**config.mk**
```make
export PLATFORM = sky130hd
export DESIGN_NAME = vram_wr_arbiter
export DESIGN_NICKNAME = d
export VERILOG_FILES = /design/src/rtl/vram_wr_arbiter.sv
export SDC_FILE = /design/constraint.sdc
export NUM_CORES = 1
export LEC_CHECK = 0
export CAP_MARGIN = 10
export CORE_ASPECT_RATIO = 1.4
export CORE_UTILIZATION = 44
export DETAILED_ROUTE_END_ITERATION = 8
export PLACE_DENSITY = 0.86
export SETUP_SLACK_MARGIN = 0.1
export SLEW_MARGIN = 25
export SYNTH_ARGS = -nofsm -noshare
export SYNTH_HDL_FRONTEND = slang
export SYNTH_SLANG_ARGS = --single-unit
export TNS_END_PERCENT = 20
```
**constraint.sdc**
```tcl
create_clock -name CLK -period 5.1 [get_ports CLK]
set_input_delay 1.275 -clock CLK [delete_from_list [all_inputs] [get_ports CLK]]
set_output_delay 1.275 -clock CLK [all_outputs]
set_load 0.02 [all_outputs]
```
**src/rtl/vram_wr_arbiter.sv**
```systemverilog
// vram_wr_arbiter
// Shares the single VRAM port-B write path between the pixel-write engines
// (0 = clear engine, 1 = line rasterizer, 2 = spare). Grants rotate
// round-robin. A requester may keep the port for a bounded burst while others
// wait, so a long clear sweep cannot starve the rasterizer. Every accepted
// beat appears on the VRAM port exactly one cycle later. A fence handshake
// lets the swap logic stop new grants and wait for the last write to land.
//
// Ports
//   CLK          system clock
//   rst          asynchronous active-high reset
//   req_valid    per-requester write request
//   req_addr     packed addresses, requester i at [i*ADDR_W +: ADDR_W]
//   req_data     packed pixel bytes, requester i at [i*8 +: 8]
//   req_ready    one-hot-or-zero grant (combinational)
//   fence_req    level; while high no new grants are issued
//   fence_ack    registered; high once the fence is up and nothing is in flight
//   vram_addr_b  registered VRAM address
//   vram_data_b  registered VRAM data
//   vram_we_b    registered VRAM write enable
//   busy         any request pending or a write on the port
module vram_wr_arbiter #(
   parameter int NUM_REQ   = 3,
   parameter int ADDR_W    = 18,
   parameter int MAX_BURST = 16
) (
   input  logic                      CLK,
   input  logic                      rst,
   input  logic [NUM_REQ-1:0]        req_valid,
   input  logic [NUM_REQ*ADDR_W-1:0] req_addr,
   input  logic [NUM_REQ*8-1:0]      req_data,
   output logic [NUM_REQ-1:0]        req_ready,
   input  logic                      fence_req,
   output logic                      fence_ack,
   output logic [ADDR_W-1:0]         vram_addr_b,
   output logic [7:0]                vram_data_b,
   output logic                      vram_we_b,
   output logic                      busy
);

   localparam int IDX_W = (NUM_REQ > 1) ? $clog2(NUM_REQ) : 1;
   localparam int CNT_W = (MAX_BURST > 1) ? $clog2(MAX_BURST) : 1;
   localparam logic [CNT_W-1:0] CNT_MAX  = CNT_W'(MAX_BURST - 1);
   localparam logic [IDX_W-1:0] LAST_IDX = IDX_W'(NUM_REQ - 1);

   logic [IDX_W-1:0]   owner;
   logic [IDX_W-1:0]   last;
   logic [CNT_W-1:0]   burst_cnt;
   logic [IDX_W-1:0]   winner;
   logic               grant_any;
   logic               others_valid;
   logic               hold;
   logic [NUM_REQ-1:0] owner_mask;

   // Winner selection. The current owner keeps the port while it still has
   // burst budget, or indefinitely when nobody else is asking. Otherwise the
   // scan starts just past the most recent winner, which gives round-robin
   // order and lets a requester that dropped out mid-burst be skipped cleanly.
   // A raised fence masks the grant in the same cycle.
   always_comb begin
      owner_mask        = '0;
      owner_mask[owner] = 1'b1;
      others_valid      = |(req_valid & ~owner_mask);
      hold              = req_valid[owner] && ((burst_cnt < CNT_MAX) || !others_valid);
      winner            = owner;
      grant_any         = 1'b0;
      if (hold) begin
         grant_any = 1'b1;
      end else begin
         for (int k = 1; k <= NUM_REQ; k++) begin
            if (!grant_any && req_valid[(int'(last) + k) % NUM_REQ]) begin
               winner    = IDX_W'((int'(last) + k) % NUM_REQ);
               grant_any = 1'b1;
            end
         end
      end
      if (fence_req) begin
         grant_any = 1'b0;
      end
      req_ready = '0;
      if (grant_any) begin
         req_ready[winner] = 1'b1;
      end
   end

   // Output register and arbitration state. A grant is only ever given to a
   // valid requester, so grant_any is exactly "a beat transfers this cycle".
   // The burst counter saturates so a sole requester is never throttled, and
   // the cap only bites again once someone else shows up.
   always_ff @(posedge CLK or posedge rst) begin
      if (rst) begin
         vram_addr_b <= '0;
         vram_data_b <= '0;
         vram_we_b   <= 1'b0;
         fence_ack   <= 1'b0;
         owner       <= '0;
         last        <= LAST_IDX;
         burst_cnt   <= '0;
      end else begin
         fence_ack <= fence_req & ~vram_we_b;
         vram_we_b <= grant_any;
         if (grant_any) begin
            vram_addr_b <= req_addr[int'(winner)*ADDR_W +: ADDR_W];
            vram_data_b <= req_data[int'(winner)*8 +: 8];
            last        <= winner;
            if (winner == owner) begin
               if (burst_cnt != CNT_MAX) begin
                  burst_cnt <= burst_cnt + CNT_W'(1);
               end
            end else begin
               owner     <= winner;
               burst_cnt <= '0;
            end
         end
      end
   end

   assign busy = (|req_valid) | vram_we_b;

endmodule

```
**After elaboration in Yosys (flattened, before gate mapping)**

Cells that the tools add are included.

- Multiplexer cells: 29
- Eq/ne operators: 3
- $add $sub $neg: 4
- Reduce and logical (&&, ||, !) cells: 13
- Multiply operators: 1
- Div/mod/pow operators: 3
- Bitwise operators: 6
- Magnitude comparators: 8
- Shift-type cells: 2

Operators with widths:

| operator | number |
|---|---|
| 32-bit by 4-bit less-than comparator with 1-bit output, second input constant | 3 |
| 32-bit by 3-bit remainder unit with 32-bit output, second input constant | 3 |
| 54-bit by 8-bit variable part select with 18-bit output | 1 |
| 24-bit by 6-bit variable part select with 8-bit output | 1 |
| 1-bit two-way mux | 16 |
| 1-bit binary-select mux with 2-bit select | 4 |
| 2-bit two-way mux | 4 |
| 4-bit two-way mux | 2 |
| 2-bit by 2-bit adder with 3-bit output, second input constant | 2 |
| 2-bit by 3-bit less-than comparator with 1-bit output, second input constant | 2 |
| 2-bit by 4-bit multiplier with 6-bit output, second input constant | 1 |
| 3-bit OR reduction | 2 |
| 1-bit logical AND | 5 |
| 4-bit by 1-bit adder with 4-bit output, second input constant | 1 |
| 1-bit demux with 2-bit select | 2 |
| 2-bit by 1-bit >= comparator with 1-bit output, second input constant | 2 |
| 4-bit less-than comparator, second input constant | 1 |
| 4-bit inequality test, second input constant | 1 |
| 2-bit AND reduction | 2 |
| 2-bit by 1-bit adder with 3-bit output, second input constant | 1 |
| 3-bit bitwise AND | 1 |
| 1-bit logical NOT | 3 |
| 3-bit two-way mux | 1 |
| 3-bit inverter | 1 |
| other kinds (6) | 7 |

- Input port bits: 84
- Logic and storage cells: 76
- Register bits after elaboration: 36
- Output and inout port bits: 32

**Depth between registers and ports, before layout**

Gate-level depths: netlist of the first run.

- Depth in word-level cells: 24
- Mapped depth: 12
- Mapped depth without buffers: 9

**Worst setup path before layout of the first run**

OpenSTA, ideal clock, no wires.

- Path kind: input-to-output
- Start: in req_valid[0]
- End: out req_ready[0]
- Stages: 8
- Path buffers: 2
- Data arrival time: 2.993 ns
- Setup slack: 0.832 ns
- Required time: 3.825 ns
- Cells stage by stage: buf_2 nand2b_1 a21oi_1 a221o_1 o311a_4 or2_4 buf_2 nor2_1

- Cells in the longest elaborated chain, start to end: 18
- Elaborated cells on any way between the ends: 37
- Classes of those cells: order compare: 2; mux: 25; bitwise: 1; reduce/logical: 9

RTL lines:

| item | line | text |
|---|---|---|
| start, declared | 29 | `input logic [NUM_REQ-1:0] req_valid,` |
| 1-bit binary-select mux with 2-bit select | 71 | `if (!grant_any && req_valid[(int'(last) + k) % NUM_REQ]) begin` |
| 1-bit two-way mux (not written as such) (2 in a row) | 71 |  |
| 1-bit two-way mux | 71 |  |
| 1-bit two-way mux | 67 | `if (hold) begin` |
| 1-bit logical NOT | 71 |  |
| 1-bit logical AND | 71 |  |
| 1-bit two-way mux | 71 |  |
| 1-bit two-way mux | 67 |  |
| 1-bit logical NOT | 71 |  |
| 1-bit logical AND | 71 |  |
| 2-bit two-way mux | 71 |  |
| 2-bit two-way mux | 67 |  |
| 2-bit by 3-bit less-than comparator with 1-bit output (not written as such) / 2-bit by 1-bit >= comparator with 1-bit output (equally long branches) | 82 | `req_ready[winner] = 1'b1;` |
| 1-bit logical AND (not written as such) | 82 |  |
| 1-bit two-way mux (not written as such) | 82 |  |
| 1-bit demux with 2-bit select | 82 |  |
| 3-bit two-way mux (*) | 81 | `if (grant_any) begin` |
| end, declared | 32 | `output logic [NUM_REQ-1:0] req_ready,` |

Mark *: on every way between the ends. The rest lies on a longest branch, timed or not. The select of a mux whose other input is x is not followed.

**Worst setup path after layout of the first run**

- Start: in req_valid[0]
- End: out req_ready[1]

Same word-level chain as after synthesis.

==> results of run 1 <==
## cell type report
type                    count  area, um^2
well taps                  66       82.58
multi-input cells         176        1314
clock buffers               6       72.57
clock inverters             1       5.005
inverters                   6       22.52
fillers                   398        1500
flip-flops and latches     36       902.1
repair buffers            129        1260
## synth_stat cells, types with 2 or more instances
cell | instances | share of area, %
dfrtp_1 | 35 | 37
mux2i_1 | 24 | 10
o21ai_1 | 15 | 3.2
nand2_1 | 14 | 2.2
a22oi_1 | 12 | 3.8
nand4_1 | 11 | 2.9
buf_2 | 10 | 2.1
o21ai_0 | 10 | 2.1
a21oi_1 | 8 | 1.7
a22oi_2 | 8 | 4.2
nor2_1 | 8 | 1.3
clkbuf_1 | 6 | 0.95
nor3_1 | 6 | 1.3
a21o_1 | 5 | 1.6
a32oi_1 | 5 | 1.9
inv_1 | 5 | 0.80
o211ai_2 | 5 | 2.7
buf_6 | 4 | 1.9
nor2b_1 | 4 | 1.1
and3_1 | 3 | 0.80
ha_1 | 3 | 1.6
nand3_1 | 3 | 0.64
o211ai_1 | 3 | 0.95
a31oi_1 | 2 | 0.53
buf_4 | 2 | 0.64
nor3b_1 | 2 | 0.64
o2111ai_1 | 2 | 0.74
or3_1 | 2 | 0.53
## timing repair
action | 4_1_cts | 5_1_grt
gates resized for setup | 1 | 2
endpoints found under the setup margin | 2 | 2
hold buffers | 0 | 0
## power by group through the flow
stage                     combinational [mW]  clock, mW  sequential (mW)
after CTS                               1.41      0.194            0.513
after detailed placement                1.41          0            0.517
final                                   1.40      0.189            0.514
after floorplan                        0.832          0            0.621
after global routing                    1.52      0.206            0.529
after global placement                  1.39          0            0.513
## sequential cells by signal (all words and copies together) (netlist names)
register / cells
owner: 2
vram_we_b: 1
vram_addr_b: 18
last: 2
burst_cnt: 4
fence_ack: 1
vram_data_b: 8
## worst paths after layout
kind	to	slack, ns	cells after the start
setup / recovery	req_ready[1]	0.22	10
hold / removal	fence_ack	0.46	1
setup reg to reg	vram_data_b[7]	2.12	10
hold reg to reg	fence_ack	0.46	1
max in group asynchronous	last[1]	3.34	3
min in group asynchronous	vram_addr_b[10]	1.41	3
## per-stage QoR
stage,cells,instance area [um^2],hold WS [ns],utilization [%]
3_3_place_gp,413,3577,0.4517,69.34
3_5_place_dp,413,3577,0.4565,69.34
4_1_cts,420,3654,0.4688,70.82
5_1_grt,420,3659,0.4807,70.92
2_1_floorplan,240,2359,0.4708,-
6_report,420,3659,0.4609,70.92
## routing by layer
metal	vias to the layer above	part of all wire (%)
li1	1137	-
met1	1186	38
met2	88	54
met3	15	4.8
met4	0	2.9
met5	-	0
## logic make-up (layout without fill, tap and decap cells)
logic type | count (synthesis) | in the layout | synth area share [%]
compound gates | 85 | 85 | 28.01
simple gates | 63 | 63 | 14.91
flops | 36 | 36 | 38.25
buf+inv | 28 | 142 | 6.578
mux | 25 | 25 | 10.66
fa+ha+maj | 3 | 3 | 1.592
==> run metrics, run 1 <==
total I/O pin count 116; CTS tree done; clk_lat worst skew 0.29 ns; status finished, final reports clean; Clock Power Share 9.0%; commonest non-fill, non-tap cell in the layout clkdlybuf4s50_1; core footprint 5159 um^2; via count 2426; global route hottest layer met2; Final Hold Fails 0; die area 5661 um^2; CP cell instances clkdlybuf4s50_1 -> buf_4 -> nor3b_1 -> a22oi_2 -> buf_4 -> nand2_1 -> o21bai_4 -> buf_4 -> nor2b_4 -> clkdlybuf4s50_1; leakage 1.526 nW; worst-path fanout max 12; H-tree Lvls 2; CP max stage delay 0.62 ns; Combinational Power Share 66.6%; hold_sp vram_we_b; relative slew slack 59.92%; CTS Buf Count 5; PortBufs 115; # diodes 0; Pwr Total 2.106 mW; #FFs+latches synth 36; Worst Setup SP req_valid[0]; Final ANT Viol Nets 0; Mapped Nets 327; ratio of cells with drive above 1 in the final layout 12.43%; DR WL/cell 16.79 um; Synth async-reset ratio 100.0%; most frequent cell on the critical path buf_4; Vias per Instance 5.776; Worst setup EP type output pin; starting density of the core 45.72%; post-layout min period 4.876 ns; setup bufs post-CTS 0; Sw Ratio 44.47%; met1 Track Usage GR 29.37%; drt pass-1 iters 5; Vert. Die Dim 88.63 um; unrepaired setup endpoints after global routing true; nets@finish 441; P_sw 936.5 uW; Area Growth Syn to Fin 55.12%; global-route wire length before repair 11.38 mm; Final setup viols 0; Avg Inst Size Synth 9.827 um^2; setup ws final 0.2235 ns; Post-route DRC 0; Fmax achieved 205.1 MHz; Tot GR Track Use 26.08%; arrival time worst endpoint 3.60 ns; setup total negative slack 0 ns; GR Util met3 5.155%; largest net degree at the start of global routing 37; sequential power share 24.4%; Initial DRC Count 107; gpl congestion 0.9142; Power Density 575.5 nW/um^2; Ys Warns 0; clock-pin slew on the worst setup and hold paths 0.08 ns; Max VDD drop 0.3097 mV; critical path class in2out; cells after synthesis 240; DPL Wire Length 5.430 mm; Post-synth EDFFs 0; mapped cell area 2359 um^2; crit-path leading delay family buffers and inverters; post-synth cell types 51; CTS Root Cell clkbuf_8; Worst Path Required 3.83 ns; drt total wl 7.053 mm; register area share after synthesis 38.25%; Site Rows 31; Worst-Margin Slew 0.5949 ns; chip width 63.88 um; CP startpoint kind input port; max cap viols 0; Hold Path Class reg2reg; Most used DFF post-synth dfrtp_1; P_int 1.169 mW; initial antenna violation count 0; # clock sinks 36; CP max stage cell clkdlybuf4s50_1; grt met2 use 47.78%; maximum root-to-sink buffer count 2; vias in the first global route 2465; Slew Viols, Final 0; DP Worst Slack 0.08581 ns; fin crit share 95.62%; grt ovf 0; most frequent cells in the layout clkdlybuf4s50_1 (112), dfrtp_1 (35), mux2i_1 (24); Fin Clk Skew 0.01107 ns; R2R Path Start last[1]; Worst Path Buf+Inv 5
Power figures use the tool's default switching activity.
==> run 2, diff against run 1 <==
--- a/config.mk
+++ b/config.mk
@@ -7,6 +7,7 @@
 export LEC_CHECK = 0
 export CAP_MARGIN = 10
 export CORE_ASPECT_RATIO = 1.4
+export CORE_MARGIN = 2
 export CORE_UTILIZATION = 44
 export DETAILED_ROUTE_END_ITERATION = 8
 export PLACE_DENSITY = 0.86
==> run metrics, run 2 (same netlist as run 1, synthesis figures left out) <==
status finished, final reports clean; die area 5970 um^2; clock-pin slew on the worst setup and hold paths 0.07 ns; maximum root-to-sink buffer count 2; cell depth of the worst flop-to-flop path 9; drt total wl 7.155 mm; Vias per Instance 5.652; Final Instance Area 3675 um^2; Final ANT Viol Nets 0; arrival time worst endpoint 3.62 ns; Final Hold Fails 0; register bank with the most flops vram_addr_b; Power Density 578.6 nW/um^2; Final setup viols 0; starting density of the core 45.72%; Worst Path Required 3.83 ns; via count 2391; post-layout min period 4.895 ns; Hold Path Depth 1; Hold Buf Count CTS 0; WHS Endpoint fence_ack; CP startpoint kind input port; global-route wire length before repair 11.91 mm; # diodes 0; Initial DRC Count 126; max reg flops 18; PortBufs 115; Fin Clk Skew 0.005813 ns; Site Rows 31; Max VDD drop 0.4344 mV; relative slew slack 57.03%; grt ovf 0; CTS Root Cell clkbuf_8; unrepaired setup endpoints after global routing true; Hold Path Class reg2reg; Worst Setup SP req_valid[0]; final core occ 71.23%; worst-path fanout max 8; # clock sinks 36; H-tree Lvls 2; Fmax achieved 204.3 MHz; setup ws final 0.2052 ns; Worst setup EP type output pin; chip width 65.88 um; biggest regs vram_addr_b x18, vram_data_b x8, burst_cnt x4; DPL Wire Length 5.475 mm; core footprint 5159 um^2; R2R Path Start last[0]; Critical R2R Capture vram_data_b[1]; Pwr Total 2.126 mW; Post-route DRC 0; CTS Buf Count 5; setup total negative slack 0 ns; largest net degree at the start of global routing 37; drt pass-1 iters 4; total I/O pin count 116; clk_lat worst skew 0.29 ns; CTS tree done; R2R setup slack 2.08 ns; critical path class in2out; hold_sp vram_we_b; ratio of cells with drive above 1 in the final layout 12.89%; max cap viols 0; nets@finish 443; Vert. Die Dim 90.63 um; gpl congestion 0.8886; vias in the first global route 2424; Worst-Margin Slew 0.6378 ns; Cell Area, Placed 3592 um^2; Tot GR Track Use 25.61%; setup bufs post-CTS 0; leakage 1.528 nW; DR WL/cell 16.91 um; fin crit share 95.98%; fillers 403; Slew Viols, Final 0; Area Growth Syn to Fin 55.81%; initial antenna violation count 0; DP Worst Slack 0.03073 ns; commonest non-fill, non-tap cell in the layout clkdlybuf4s50_1; most frequent cells in the layout clkdlybuf4s50_1 (113), dfrtp_1 (35), mux2i_1 (24)
-- run 2: per-stage QoR --
step	cells	hold slack (ns)
after floorplan	240	0.4708
after global placement	415	0.4498
after detailed placement	415	0.4628
after CTS	423	0.4718
after global routing	423	0.4782
final	423	0.4701
-- run 2: how the worst max path moves through the flow --
stage,end
6_report,req_ready[1]
3_5_place_dp,req_ready[2]
2_1_floorplan,req_ready[0]
5_1_grt,req_ready[1]
4_1_cts,req_ready[0]
3_3_place_gp,req_ready[0]
-- run 2: area by class of cell --
cell class              count  area [um^2]  area share [%]
clock buffers               7        76.32           2.077
clock inverters             1        5.005          0.1362
inverters                   6        22.52          0.6129
multi-input cells         176         1314           35.75
flip-flops and latches     36        902.1           24.55
well taps                  66        82.58           2.247
repair buffers            131         1272           34.63
-- run 2: routing by layer --
metal / vias up / wire length [um] / GRT usage (%)
li1: 1146 / - / -
met1: 1152 / 2837 / 32.64
met2: 83 / 3879 / 43.60
met3: 10 / 325 / 3.990
met4: 0 / 112 / 7.986
met5: - / 0 / 0
-- run 2: what timing repair did --
item,4_1_cts,5_1_grt
setup endpoints to repair,2,2
resized for setup,1,1
cloned,0,0
-- run 2: power breakdown --
group	switching (mW)	internal (mW)	total [mW]
clock	0.0984	0.0959	0.194
combinational	0.752	0.665	1.42
sequential	0.0950	0.421	0.516
total	0.945	1.18	2.13
-- run 2: worst max-delay path: stages --
cell             delay, ns
clkdlybuf4s50_1       0.61
buf_4                 0.17
nor3b_1               0.21
a22oi_2               0.13
buf_4                 0.16
nand2_1               0.09
o21bai_4              0.07
buf_4                 0.18
nor2b_4               0.12
clkdlybuf4s50_1       0.61
